===== src/rtl/clk_div_pkg.sv =====
// rtl/clk_div_pkg.sv - shared state type and default settings for the clock divider controller
package clk_div_pkg;

    localparam int DIV_W              = 8;
    localparam int DEF_DIV            = 2;
    localparam int DEF_MIN_DIV        = 1;
    localparam int DEF_SETTLE_PERIODS = 2;

    typedef enum logic [1:0] {
        IDLE     = 2'd0,
        WAIT_BND = 2'd1,
        SETTLE   = 2'd2,
        DONE     = 2'd3
    } state_t;

endpackage


===== src/rtl/clk_div_phase.sv =====
// rtl/clk_div_phase.sv - output-period phase counter with last-cycle boundary flag
module clk_div_phase
    import clk_div_pkg::*;
#(
    parameter int WIDTH = DIV_W
) (
    input  logic             clk_in,
    input  logic             rst_n,
    input  logic [WIDTH-1:0] divider,
    output logic [WIDTH-1:0] phase,
    output logic             boundary
);

    logic [WIDTH-1:0] last_phase;

    // Divide values 0 and 1 both give a one-cycle period.
    always_comb begin
        last_phase = '0;
        if (divider > WIDTH'(1)) begin
            last_phase = divider - WIDTH'(1);
        end
    end

    assign boundary = (phase == last_phase);

    // Wrap on >= so a stray phase beyond the period still recovers within one cycle.
    always_ff @(posedge clk_in or negedge rst_n) begin
        if (!rst_n) begin
            phase <= '0;
        end else if (phase >= last_phase) begin
            phase <= '0;
        end else begin
            phase <= phase + WIDTH'(1);
        end
    end

endmodule


===== src/rtl/clk_div_ctrl.sv =====
// rtl/clk_div_ctrl.sv - divider reconfiguration controller: accepts a new divide value and applies it at a period boundary
module clk_div_ctrl
    import clk_div_pkg::*;
#(
    parameter int WIDTH          = DIV_W,
    parameter int DEFAULT_DIV    = DEF_DIV,
    parameter int MIN_DIV        = DEF_MIN_DIV,
    parameter int SETTLE_PERIODS = DEF_SETTLE_PERIODS
) (
    input  logic             clk_in,
    input  logic             rst_n,
    input  logic             req_valid,
    input  logic [WIDTH-1:0] req_divider,
    output logic             req_ready,
    input  logic             abort,
    output logic [WIDTH-1:0] divider,
    output logic             boundary,
    output logic             busy,
    output logic             done,
    output logic             clamped
);

    localparam logic [WIDTH-1:0] DEFAULT_W = WIDTH'(DEFAULT_DIV);
    localparam logic [WIDTH-1:0] MIN_W     = WIDTH'(MIN_DIV);
    localparam logic [WIDTH-1:0] SETTLE_W  = WIDTH'(SETTLE_PERIODS);

    state_t           state_q, state_d;
    logic [WIDTH-1:0] divider_q, divider_d;
    logic [WIDTH-1:0] pending_q, pending_d;
    logic [WIDTH-1:0] settle_q, settle_d;
    logic             clamped_q, clamped_d;
    logic [WIDTH-1:0] req_clamped;
    logic             req_low;
    logic [WIDTH-1:0] phase_unused;

    clk_div_phase #(
        .WIDTH(WIDTH)
    ) u_phase (
        .clk_in  (clk_in),
        .rst_n   (rst_n),
        .divider (divider_q),
        .phase   (phase_unused),
        .boundary(boundary)
    );

    assign req_low     = (req_divider < MIN_W);
    assign req_clamped = req_low ? MIN_W : req_divider;

    assign divider   = divider_q;
    assign clamped   = clamped_q;
    assign req_ready = (state_q == IDLE);
    assign busy      = (state_q == WAIT_BND) || (state_q == SETTLE);
    assign done      = (state_q == DONE);

    always_comb begin
        state_d   = state_q;
        divider_d = divider_q;
        pending_d = pending_q;
        settle_d  = settle_q;
        clamped_d = 1'b0;

        case (state_q)
            IDLE: begin
                if (req_valid) begin
                    pending_d = req_clamped;
                    clamped_d = req_low;
                    state_d   = (req_clamped == divider_q) ? DONE : WAIT_BND;
                end
            end
            WAIT_BND: begin
                // Abort beats a coincident boundary: nothing is applied.
                if (abort) begin
                    state_d = IDLE;
                end else if (boundary) begin
                    divider_d = pending_q;
                    settle_d  = SETTLE_W;
                    state_d   = (SETTLE_PERIODS == 0) ? DONE : SETTLE;
                end
            end
            SETTLE: begin
                if (boundary) begin
                    settle_d = settle_q - WIDTH'(1);
                    if (settle_q <= WIDTH'(1)) begin
                        state_d = DONE;
                    end
                end
            end
            DONE: begin
                state_d = IDLE;
            end
            default: begin
                state_d = IDLE;
            end
        endcase
    end

    always_ff @(posedge clk_in or negedge rst_n) begin
        if (!rst_n) begin
            state_q   <= IDLE;
            divider_q <= DEFAULT_W;
            pending_q <= '0;
            settle_q  <= '0;
            clamped_q <= 1'b0;
        end else begin
            state_q   <= state_d;
            divider_q <= divider_d;
            pending_q <= pending_d;
            settle_q  <= settle_d;
            clamped_q <= clamped_d;
        end
    end

endmodule


===== config.mk =====
export PLATFORM = sky130hd
export DESIGN_NAME = clk_div_ctrl
export DESIGN_NICKNAME = d
export VERILOG_FILES = /design/src/rtl/clk_div_pkg.sv /design/src/rtl/clk_div_phase.sv /design/src/rtl/clk_div_ctrl.sv
export SDC_FILE = /design/constraint.sdc
export NUM_CORES = 1
export LEC_CHECK = 0
export CAP_MARGIN = 20
export CORE_MARGIN = 10
export CORE_UTILIZATION = 45
export DETAILED_ROUTE_END_ITERATION = 10
export GPL_TIMING_DRIVEN = 0
export PLACE_DENSITY = 0.78
export SLEW_MARGIN = 20
export SYNTH_ARGS = -nofsm -noshare
export SYNTH_HDL_FRONTEND = slang
export SYNTH_SLANG_ARGS = --single-unit

===== constraint.sdc =====
create_clock -name clk_in -period 5.35 [get_ports clk_in]
set_input_delay 1.07 -clock clk_in [delete_from_list [all_inputs] [get_ports clk_in]]
set_output_delay 1.07 -clock clk_in [all_outputs]
set_load 0.02 [all_outputs]

==> results of run 1 <==
[report_power, final]
| part | internal, W | switching, W | leakage (nW) |
|---|---|---|---|
| combinational | 0.000339 | 0.000382 | 0.652 |
| clock | 0.0000913 | 0.0000919 | 0.0422 |
| sequential | 0.000378 | 0.000120 | 0.442 |
| total | 0.000808 | 0.000593 | 1.14 |
[synth_stat cells (2+ instances only)]
cell type / instances
clkbuf_1: 2
nand3_1: 9
or4_1: 3
xor2_1: 14
inv_1: 10
nand2b_1: 3
and4_1: 2
xnor2_1: 10
nand2_1: 15
o21ai_1: 5
mux2_1: 14
nor2b_1: 3
nand4_1: 3
dfrtp_1: 34
a21o_1: 2
nor3_1: 7
and3_1: 2
ha_1: 17
mux2i_1: 2
nor2_1: 24
[worst max-delay path, delay by kind of cell (launching register included)]
family                     cells  cell delay (ns)
and+or+nand+nor                5             1.58
buffers and inverters          3             0.86
DFF                            1             0.46
adders and majority gates      1             0.26
[area by class of cell]
| type | count | share of cell area, % |
|---|---|---|
| sequential | 35 | 35.9 |
| clock buffer | 7 | 3.12 |
| multi-input combinational | 150 | 45.6 |
| timing repair buffer | 25 | 10.4 |
| clock inverter | 1 | 0.205 |
| tap | 52 | 2.66 |
| inverter | 10 | 1.54 |
| buffer | 3 | 0.512 |
[cell usage in the layout, fill, tap and decap left out, types with 2 or more instances in the layout]
cell type | synthesis | final
dfrtp_1 | 34 | 34
nor2_1 | 24 | 24
clkdlybuf4s50_1 | 0 | 23
ha_1 | 17 | 17
nand2_1 | 15 | 15
xor2_1 | 14 | 14
mux2_1 | 14 | 14
xnor2_1 | 10 | 10
inv_1 | 10 | 10
nand3_1 | 9 | 9
nor3_1 | 7 | 7
o21ai_1 | 5 | 5
clkbuf_8 | 0 | 5
clkbuf_1 | 2 | 4
or4_1 | 3 | 3
nor2b_1 | 3 | 3
nand2b_1 | 3 | 3
nand4_1 | 3 | 3
mux2i_1 | 2 | 2
and4_1 | 2 | 2
and3_1 | 2 | 2
a21o_1 | 2 | 2
buf_2 | 1 | 2
[flip-flops by register name, indices dropped and copies added, names as in the netlist]
signal / count
pending_q: 8
clamped: 1
settle_q: 8
u_phase.phase: 8
state_q: 2
divider: 8
[logic make-up after synthesis]
| logic type | share of synthesized area, % |
|---|---|
| buffers and inverters | 2.45 |
| XOR/XNOR | 10.3 |
| flip-flops | 43.0 |
| adder cells (fa/ha/maj) | 10.4 |
| AO/OA/AOI/OAI | 6.43 |
| AND/OR/NAND/NOR | 18.8 |
| multiplexers | 8.70 |
[per-stage QoR]
stage	cell area, µm²	total power (W)	setup slack (ns)	hold WS (ns)
floorplan	2040	0.000990	1.73	0.452
global route	2440	0.00153	0.628	0.502
global placement	2350	0.00120	1.12	0.464
finish	2440	0.00140	0.818	0.484
CTS	2440	0.00142	0.797	0.489
detailed placement	2360	0.00123	1.12	0.474
[per-layer routing]
layer	share of wire (%)	vias to the layer above	routed length, µm	track usage, %
met3	5.7	6	220	4.68
met4	1.2	0	47	3.48
met1	44	682	1730	12.2
met2	49	28	1890	18.2
li1	-	751	-	-
met5	0	-	0	0
[how the worst min path moves through the flow]
stage	cells after the start	startpoint	slack, ns	end
after floorplan	2	pending_q[0]	0.45	divider[0]
after global placement	2	pending_q[0]	0.46	divider[0]
after detailed placement	1	pending_q[5]	0.47	divider[5]
after CTS	1	pending_q[5]	0.49	divider[5]
after global routing	1	pending_q[3]	0.50	pending_q[3]
final	1	pending_q[3]	0.48	divider[3]
==> run_results.csv, run 1 <==
group,metric,value,unit
outcome,status,"completed",
floorplan,die_area,7630,µm²
setup_path,cp_data_required_time,4.28,ns
drt,antenna_left,0,
setup_path,crit_path_frequent_cell,"or4_1",
cells_and_area,fill_cells,372,
cells_and_area,nNetsFinal,259,
placed_design,dpl.hpwl,3.01,mm
setup_path,worstSetupPathType,"flip-flop to primary output",
timing,setup_violations,0,
setup_path,r2r_start,"divider[5]",
logic_synthesis,synth_flop_cell,"dfrtp_1",
setup_path,rrSetupSlack,1.72,ns
global_route,gr-total-overflow,0,
job,max_cap_viol_count,0,
logic_synthesis,synth_area,2040,µm²
clock_tree,post_cts_resized,0,
global_route,grt_pass1_wl,6.82,mm
logic_synthesis,syn_nets,227,
clock_tree,cts_setup_buffers,0,
clock_tree,cts_hold_buffers,0,
setup_path,slowest_delay,0.60,ns
cells_and_area,area_growth,19.7,%
setup_path,critical_path.endpoint_type,"primary output",
timing,drv_slew,0,
setup_path,cp-startpoint,"divider[5]",
clock_tree,htreeDepth,2,
timing,worstMarginPinSlew,0.764,ns
drt,wirelength,3.89,mm
logic_synthesis,yosys.cell_types.count,37,
logic_synthesis,synth_top_cells_by_area,"dfrtp_1, ha_1, mux2_1, xor2_1, nor2_1",
timing,fmax,221,MHz
clock_tree,clkSinkCount,35,
logic_synthesis,async_flop_share,100,%
setup_path,rr_worst_depth,9,
floorplan,ios,25,
clock_tree,clk_path_buf_depth,2,
cells_and_area,antenna_cells,0,
drt,via_count,1467,
floorplan,fp.dieH,87.4,µm
cells_and_area,multi_input_area,1110,µm²
clock_tree,cts_tree,"built",
pwr,p_leak,1.14,nW
setup_path,crit_chain,"or4_1 -> or4_1 -> clkbuf_1 -> and2_1 -> ha_1 -> and4_1 -> nand2_1 -> inv_1 -> clkdlybuf4s50_1",
drt,wire_per_inst,13.7,µm
setup_path,path_max_fanout,7,
clock_tree,cts_buffers,5,
logic_synthesis,yosysTopAreaCell,"dfrtp_1",
logic_synthesis,ys_seq_area_share,43.0,%
logic_synthesis,avgSynthCellArea,10.3,µm²
logic_synthesis,synth_warnings,0,
setup_path,start_kind,"flip-flop",
cells_and_area,drive_gt1_share,5.19,%
global_route,grt_max_degree,32,
timing,hold_viol,0,
setup_path,endpoint,"boundary",
cells_and_area,instances_no_fill,283,
setup_path,crit_slowest_cell,"clkdlybuf4s50_1",
drt,drc_errors,0,
floorplan,die_x,87.4,µm
clock_tree,cts-root-buf,"clkbuf_8",
timing,rsz0062_at_grt,"no",
logic_synthesis,netlist_instances,198,
cells_and_area,final_util,55.7,%
logic_synthesis,synth_edf_count,0,
timing,slew_headroom,48.9,%
placed_design,placedCellCount,275,
drt,dr.pass1.iters,4,
logic_synthesis,ys_seq_elements,35,
floorplan,std_cell_rows,24,
setup_path,regToRegEndpoint,"divider[7]",
timing,period_minus_slack,4.53,ns
placed_design,port_buffers,24,
global_route,antenna_found_initial,0,
timing,setup_tns,0,ns
cells_and_area,regArea,877,µm²
timing,period_share,84.7,%
timing,skew,0.00463,ns
pwr,power_density,573,nW/µm²
placed_design,gp_congestion,0.801,
floorplan,start_util,46.6,%
global_route,track_usage,10.9,%
clock_tree,worstSkewPairLatency,0.29,ns
worst_hold_path,hold_path.class,"flip-flop to flip-flop",
clock_tree,clk_pin_slew,0.07,ns
drt,first_iter_violations,50,
logic_synthesis,synth_top_area_share,41.7,%
pwr,irDropWorstVdd,274,µV
drt,viasPerCell,5.18,
floorplan,coreArea,4380,µm²
global_route,grt_pass1_vias,1505,
setup_path,arrival,3.46,ns
Note: power is estimated with default switching activity, not from simulation.
==> run 2: changes to the inputs <==
clock period = 4.43 ns   (was 5.35 ns; I/O delays follow)
==> run 2 against run 1 <==
Worst setup slack lost 0.36 ns. Clock-buffer cell count is the same. Combinational power grew 21%. Clock skew is essentially flat. Non-clock buffer count is the same. Cell count is the same. Clock power grew 21%. Critical path type unchanged. Critical endpoint unchanged. Highest routed layer unchanged.
==> run_results.csv, run 2 (same netlist as run 1, synthesis figures left out) <==
group,metric,value,unit
setup_path,arrival,3.08,ns
timing,fmax,252,MHz
global_route,track_usage,10.9,%
global_route,use_met3,4.68,%
placed_design,port_buffers,24,
timing,period_minus_slack,3.97,ns
worst_hold_path,hold_path.class,"primary input to async pin",
floorplan,die_area,7630,µm²
timing,slew_headroom,48.9,%
pwr,irDropWorstVdd,332,µV
cells_and_area,nNetsFinal,259,
cells_and_area,final_common_cell,"dfrtp_1",
drt,wire_per_inst,13.8,µm
setup_path,regToRegEndpoint,"divider[7]",
clock_tree,clkSinkCount,35,
clock_tree,cts_tree,"built",
clock_tree,cts-root-buf,"clkbuf_8",
clock_tree,worstSkewPairLatency,0.29,ns
clock_tree,post_cts_resized,0,
global_route,grt_pass1_vias,1505,
floorplan,start_util,46.6,%
drt,viasPerCell,5.18,
clock_tree,htreeDepth,2,
global_route,grtUsageMet2,18.2,%
clock_tree,cts_buffers,5,
drt,drc_errors,0,
timing,hold_viol,0,
placed_design,gp_congestion,0.801,
drt,via_count,1467,
placed_design,dpl.hpwl,3.01,mm
timing,rsz0062_at_grt,"no",
pwr,p_leak,1.15,nW
setup_path,rrSetupSlack,0.80,ns
timing,setup_violations,0,
setup_path,rr_worst_depth,9,
timing,skew,0.00463,ns
clock_tree,clk_pin_slew,0.07,ns
timing,worstMarginPinSlew,0.763,ns
cells_and_area,antenna_cells,0,
global_route,grt_pass1_wl,6.82,mm
floorplan,die_x,87.4,µm
cells_and_area,area_growth,19.8,%
floorplan,fp.dieH,87.4,µm
global_route,grtUsageMet1,12.2,%
drt,first_iter_violations,50,
timing,drv_slew,0,
outcome,status,"completed",
floorplan,coreArea,4380,µm²
clock_tree,cts_setup_buffers,0,
global_route,busiest_layer,"met2",
setup_path,cp_data_required_time,3.54,ns
cells_and_area,drive_gt1_share,5.19,%
pwr,power_density,692,nW/µm²
global_route,gr-total-overflow,0,
cells_and_area,final_cell_mix,"dfrtp_1, nor2_1, clkdlybuf4s50_1",
setup_path,critical_path.endpoint_type,"primary output",
global_route,grt_max_degree,32,
setup_path,worstSetupPathType,"flip-flop to primary output",
clock_tree,clk_path_buf_depth,2,
drt,dr.pass1.iters,4,
drt,wirelength,3.90,mm
timing,setup_tns,0,ns
setup_path,path_max_fanout,7,
floorplan,std_cell_rows,24,
drt,antenna_left,0,
floorplan,ios,25,
job,max_cap_viol_count,0,
timing,period_share,89.6,%
clock_tree,cts_hold_buffers,0,
global_route,antenna_found_initial,0,
setup_path,start_kind,"flip-flop",
setup_path,r2r_start,"divider[5]",
cells_and_area,final_util,55.8,%
==> run 2: changes by cell type in the layout (fill, tap and decap cells not counted), sizes merged <==
cell,change
clkdlybuf4s50,-1
dlymetal6s2s,+1
==> run 2: final cells by class <==
cell class / count / area, µm²
well taps: 52 / 65.1
clock buffers: 7 / 76.3
repair buffers: 25 / 258
fillers: 371 / 1940
multi-input cells: 150 / 1110
flip-flops and latches: 35 / 877
clock inverters: 1 / 5.00
inverters: 10 / 37.5
plain buffers: 3 / 12.5
==> run 2: routing by layer <==
layer | vias up | share of wire [%]
met5 | - | 0
met4 | 0 | 1.2
met3 | 6 | 5.6
met2 | 28 | 49
met1 | 682 | 44
li1 | 751 | -
==> run 2: worst max-delay path by stage <==
| stage | start | endpoint | slack (ns) | cells past startpoint |
|---|---|---|---|---|
| floorplan | divider[5] | boundary | 0.99 | 8 |
| global placement | divider[3] | boundary | 0.38 | 9 |
| detailed placement | divider[5] | boundary | 0.39 | 9 |
| CTS | divider[5] | boundary | 0.06 | 9 |
| global route | divider[5] | boundary | 0.28 | 9 |
| finish | divider[5] | boundary | 0.46 | 9 |
==> run 2: worst max-delay path: stages, from the launching register on <==
cell,delay [ns]
dfrtp_1,0.46
or4_1,0.56
or4_1,0.47
clkbuf_1,0.17
and2_1,0.18
ha_1,0.26
and4_1,0.22
nand2_1,0.16
inv_1,0.08
dlymetal6s2s_1,0.22
==> run 2: metrics by stage <==
| step | setup slack, ns | power, W | hold WS (ns) | area, µm² | cells |
|---|---|---|---|---|---|
| floorplan | 0.989 | 0.00120 | 0.452 | 2040 | 198 |
| global placement | 0.381 | 0.00145 | 0.464 | 2350 | 274 |
| detailed placement | 0.387 | 0.00149 | 0.474 | 2360 | 275 |
| CTS | 0.0607 | 0.00172 | 0.407 | 2440 | 283 |
| global route | 0.276 | 0.00185 | 0.404 | 2450 | 283 |
| finish | 0.461 | 0.00169 | 0.410 | 2450 | 283 |
==> run 2: where the power goes <==
group / total (W) / internal [W] / switching, W
clock: 0.000221 / 0.000110 / 0.000111
sequential: 0.000601 / 0.000456 / 0.000145
combinational: 0.000869 / 0.000408 / 0.000461
total: 0.00169 / 0.000975 / 0.000717
==> run 3: changes to the inputs <==
ABC_AREA = 1   (was not set)
PLACE_DENSITY = 0.77   (was 0.78)
==> run 3 against run 2 <==
Fmax is 6.3% lower. Worst hold slack better by 0.074 ns. Core utilization is 0.22 points lower. Critical path depth is 2 higher. Global-route usage is 1.5 points higher. Clock-buffer cell count stayed put. Largest power group is now sequential cells.
==> run_results.csv, run 3 <==
group,metric,value,unit
setup_path,critical_path.endpoint_type,"primary output",
pwr,p_clk_share,27.3,%
outcome,status,"completed",
pwr,netSwitchingPower,0.000293,W
pwr,irDropWorstVdd,309,µV
logic_synthesis,synth_warnings,0,
drt,wirelength,4.73,mm
drt,first_iter_violations,126,
timing,period_share,95.6,%
cells_and_area,final_common_cell,"nand2_1",
floorplan,coreArea,4720,µm²
placed_design,dpl.hpwl,3.65,mm
clock_tree,cts_setup_buffers,0,
setup_path,path_max_fanout,7,
floorplan,start_util,46.3,%
placed_design,gp_congestion,0.908,
clock_tree,clkSinkCount,35,
setup_path,slowest_delay,0.61,ns
drt,dr.pass1.iters,5,
cells_and_area,fill_cells,426,
logic_synthesis,yosys.cell_types.count,25,
drt,wire_per_inst,12.3,µm
logic_synthesis,synth_top_cells_by_area,"dfrtp_1, nand2_1, ha_1, nor2_1, inv_1",
logic_synthesis,synth_area,2190,µm²
timing,setup_violations,0,
logic_synthesis,synth_edf_count,0,
logic_synthesis,ys_seq_area_share,40.1,%
logic_synthesis,synthTopCellsByCount,"nand2_1, nor2_1, dfrtp_1",
logic_synthesis,synth_flop_cell,"dfrtp_1",
timing,skew,0.0106,ns
clock_tree,htreeDepth,2,
cells_and_area,final_util,55.6,%
drt,drc_errors,0,
timing,period_minus_slack,4.24,ns
placed_design,port_buffers,24,
drt,antenna_left,0,
logic_synthesis,syn_nets,314,
timing,drv_slew,0,
global_route,grt_pass1_wl,8.54,mm
pwr,p_leak,1.36,nW
cells_and_area,nNetsFinal,346,
logic_synthesis,ys_seq_elements,35,
setup_path,cp_data_required_time,3.54,ns
cells_and_area,area_growth,20.0,%
timing,fin_ws,0.194,ns
global_route,grt_max_degree,24,
clock_tree,cts_hold_buffers,0,
global_route,antenna_found_initial,0,
pwr,pwr-share-comb,28.5,%
setup_path,arrival,3.35,ns
floorplan,fp.dieH,89.7,µm
logic_synthesis,avgSynthCellArea,7.67,µm²
timing,fmax,236,MHz
timing,slew_headroom,68.9,%
clock_tree,cts_buffers,5,
timing,rsz0062_at_grt,"no",
global_route,grt_pass1_vias,1919,
cells_and_area,final_cell_mix,"nand2_1, nor2_1, dfrtp_1",
clock_tree,clk_pin_slew,0.08,ns
drt,via_count,1875,
floorplan,ios,25,
cells_and_area,antenna_cells,0,
floorplan,std_cell_rows,25,
setup_path,start_kind,"flip-flop",
pwr,power.internal,0.000590,W
timing,hold_viol,0,
placed_design,dp_slack,0.546,ns
setup_path,worstSetupPathType,"flip-flop to primary output",
clock_tree,cts-root-buf,"clkbuf_8",
setup_path,crit_chain,"inv_1 -> ha_1 -> o2111ai_1 -> inv_1 -> or2_2 -> ha_1 -> nand2_1 -> nor2_4 -> nand2_4 -> inv_2 -> clkdlybuf4s50_1",
logic_synthesis,netlist_instances,285,
timing,setup_tns,0,ns
logic_synthesis,yosysTopAreaCell,"dfrtp_1",
pwr,power_density,336,nW/µm²
drt,viasPerCell,4.87,
clock_tree,worstSkewPairLatency,0.29,ns
logic_synthesis,async_flop_share,100,%
floorplan,die_area,8050,µm²
job,max_cap_viol_count,0,
clock_tree,post_cts_resized,0,
logic_synthesis,synth_most_common_cell,"nand2_1",
worst_hold_path,hold_path.class,"primary input to async pin",
timing,whs,0.484,ns
logic_synthesis,synth_top_area_share,38.9,%
global_route,track_usage,12.4,%
cells_and_area,drive_gt1_share,7.86,%
pwr,power.total,0.000883,W
pwr,power_frac_seq,44.1,%
clock_tree,cts_tree,"built",
floorplan,die_x,89.7,µm
clock_tree,clk_path_buf_depth,2,
setup_path,crit_slowest_cell,"clkdlybuf4s50_1",
timing,worstMarginPinSlew,0.467,ns
pwr,swShare,33.2,%
global_route,gr-total-overflow,0,
[run 3: cell count changes after synthesis, sizes merged, moves of 13 or more]
cell	delta
a21oi	+19
inv	+26
mux2	-14
nand2	+55
nor2	+21
o21ai	+13
[run 3: kinds of logic (layout without fill, tap and decap cells)]
family          after synthesis  in the layout  synth area share (%)
buf+inv                      39             72                  7.38
fa+ha+maj                    17             17                  9.73
simple gates                142            142                  28.3
compound gates               42             42                  10.5
xor+xnor                     10             10                  4.00
flops                        35             35                  40.1
[run 3: final cells by class]
type	count	area [µm²]	share of cell area [%]
Buffer	3	26.3	1.00
Inverter	36	135	5.15
Timing Repair Buffer	25	263	10.0
Clock inverter	1	5.00	0.191
Tap cell	67	83.8	3.19
Sequential cell	35	877	33.4
Clock buffer	7	86.3	3.29
Multi-Input combinational cell	211	1150	43.8
[run 3: per-stage QoR]
step                      cell area, µm²  cells
final                               2630    385
after global routing                2630    385
after CTS                           2630    385
after detailed placement            2530    377
after global placement              2510    376
after floorplan                     2190    285
[run 3: power by group through the flow]
stage / clock, W / sequential, W / combinational [W]
final: 0.000241 / 0.000390 / 0.000252
after global routing: 0.000260 / 0.000394 / 0.000291
after CTS: 0.000247 / 0.000389 / 0.000257
after detailed placement: 0 / 0.000395 / 0.000254
after global placement: 0 / 0.000393 / 0.000247
after floorplan: 0 / 0.000389 / 0.000174
[run 3: final timing paths]
| kind | startpoint | end | slack (ns) | cells after the start |
|---|---|---|---|---|
| worst max-delay path | divider[1] | boundary | 0.19 | 11 |
| worst min-delay path | rst_n | u_phase.phase[7] | 0.48 | 1 |
| worst max register to register | divider[1] | settle_q[6] | 1.46 | 13 |
| worst min register to register | u_phase.phase[0] | u_phase.phase[0] | 0.49 | 1 |
| max in group asynchronous | rst_n | divider[1] | 3.44 | 2 |
| min in group clk_in | u_phase.phase[0] | u_phase.phase[0] | 0.49 | 1 |
[run 3: per-layer routing]
layer / GRT usage (%) / up-vias / share of wire, %
li1: - / 973 / -
met1: 14.9 / 858 / 46
met2: 20.3 / 36 / 47
met3: 3.41 / 8 / 5.6
met4: 4.72 / 0 / 1.6
met5: 0 / - / 0
[run 3: worst max-delay path, delay by kind of cell, from the launching register on]
family | cells | cell delay [ns]
AO/OA/AOI/OAI | 1 | 0.42
adder cells (fa/ha/maj) | 2 | 0.53
buffers and inverters | 4 | 0.95
flip-flops | 1 | 0.56
AND/OR/NAND/NOR | 4 | 0.60
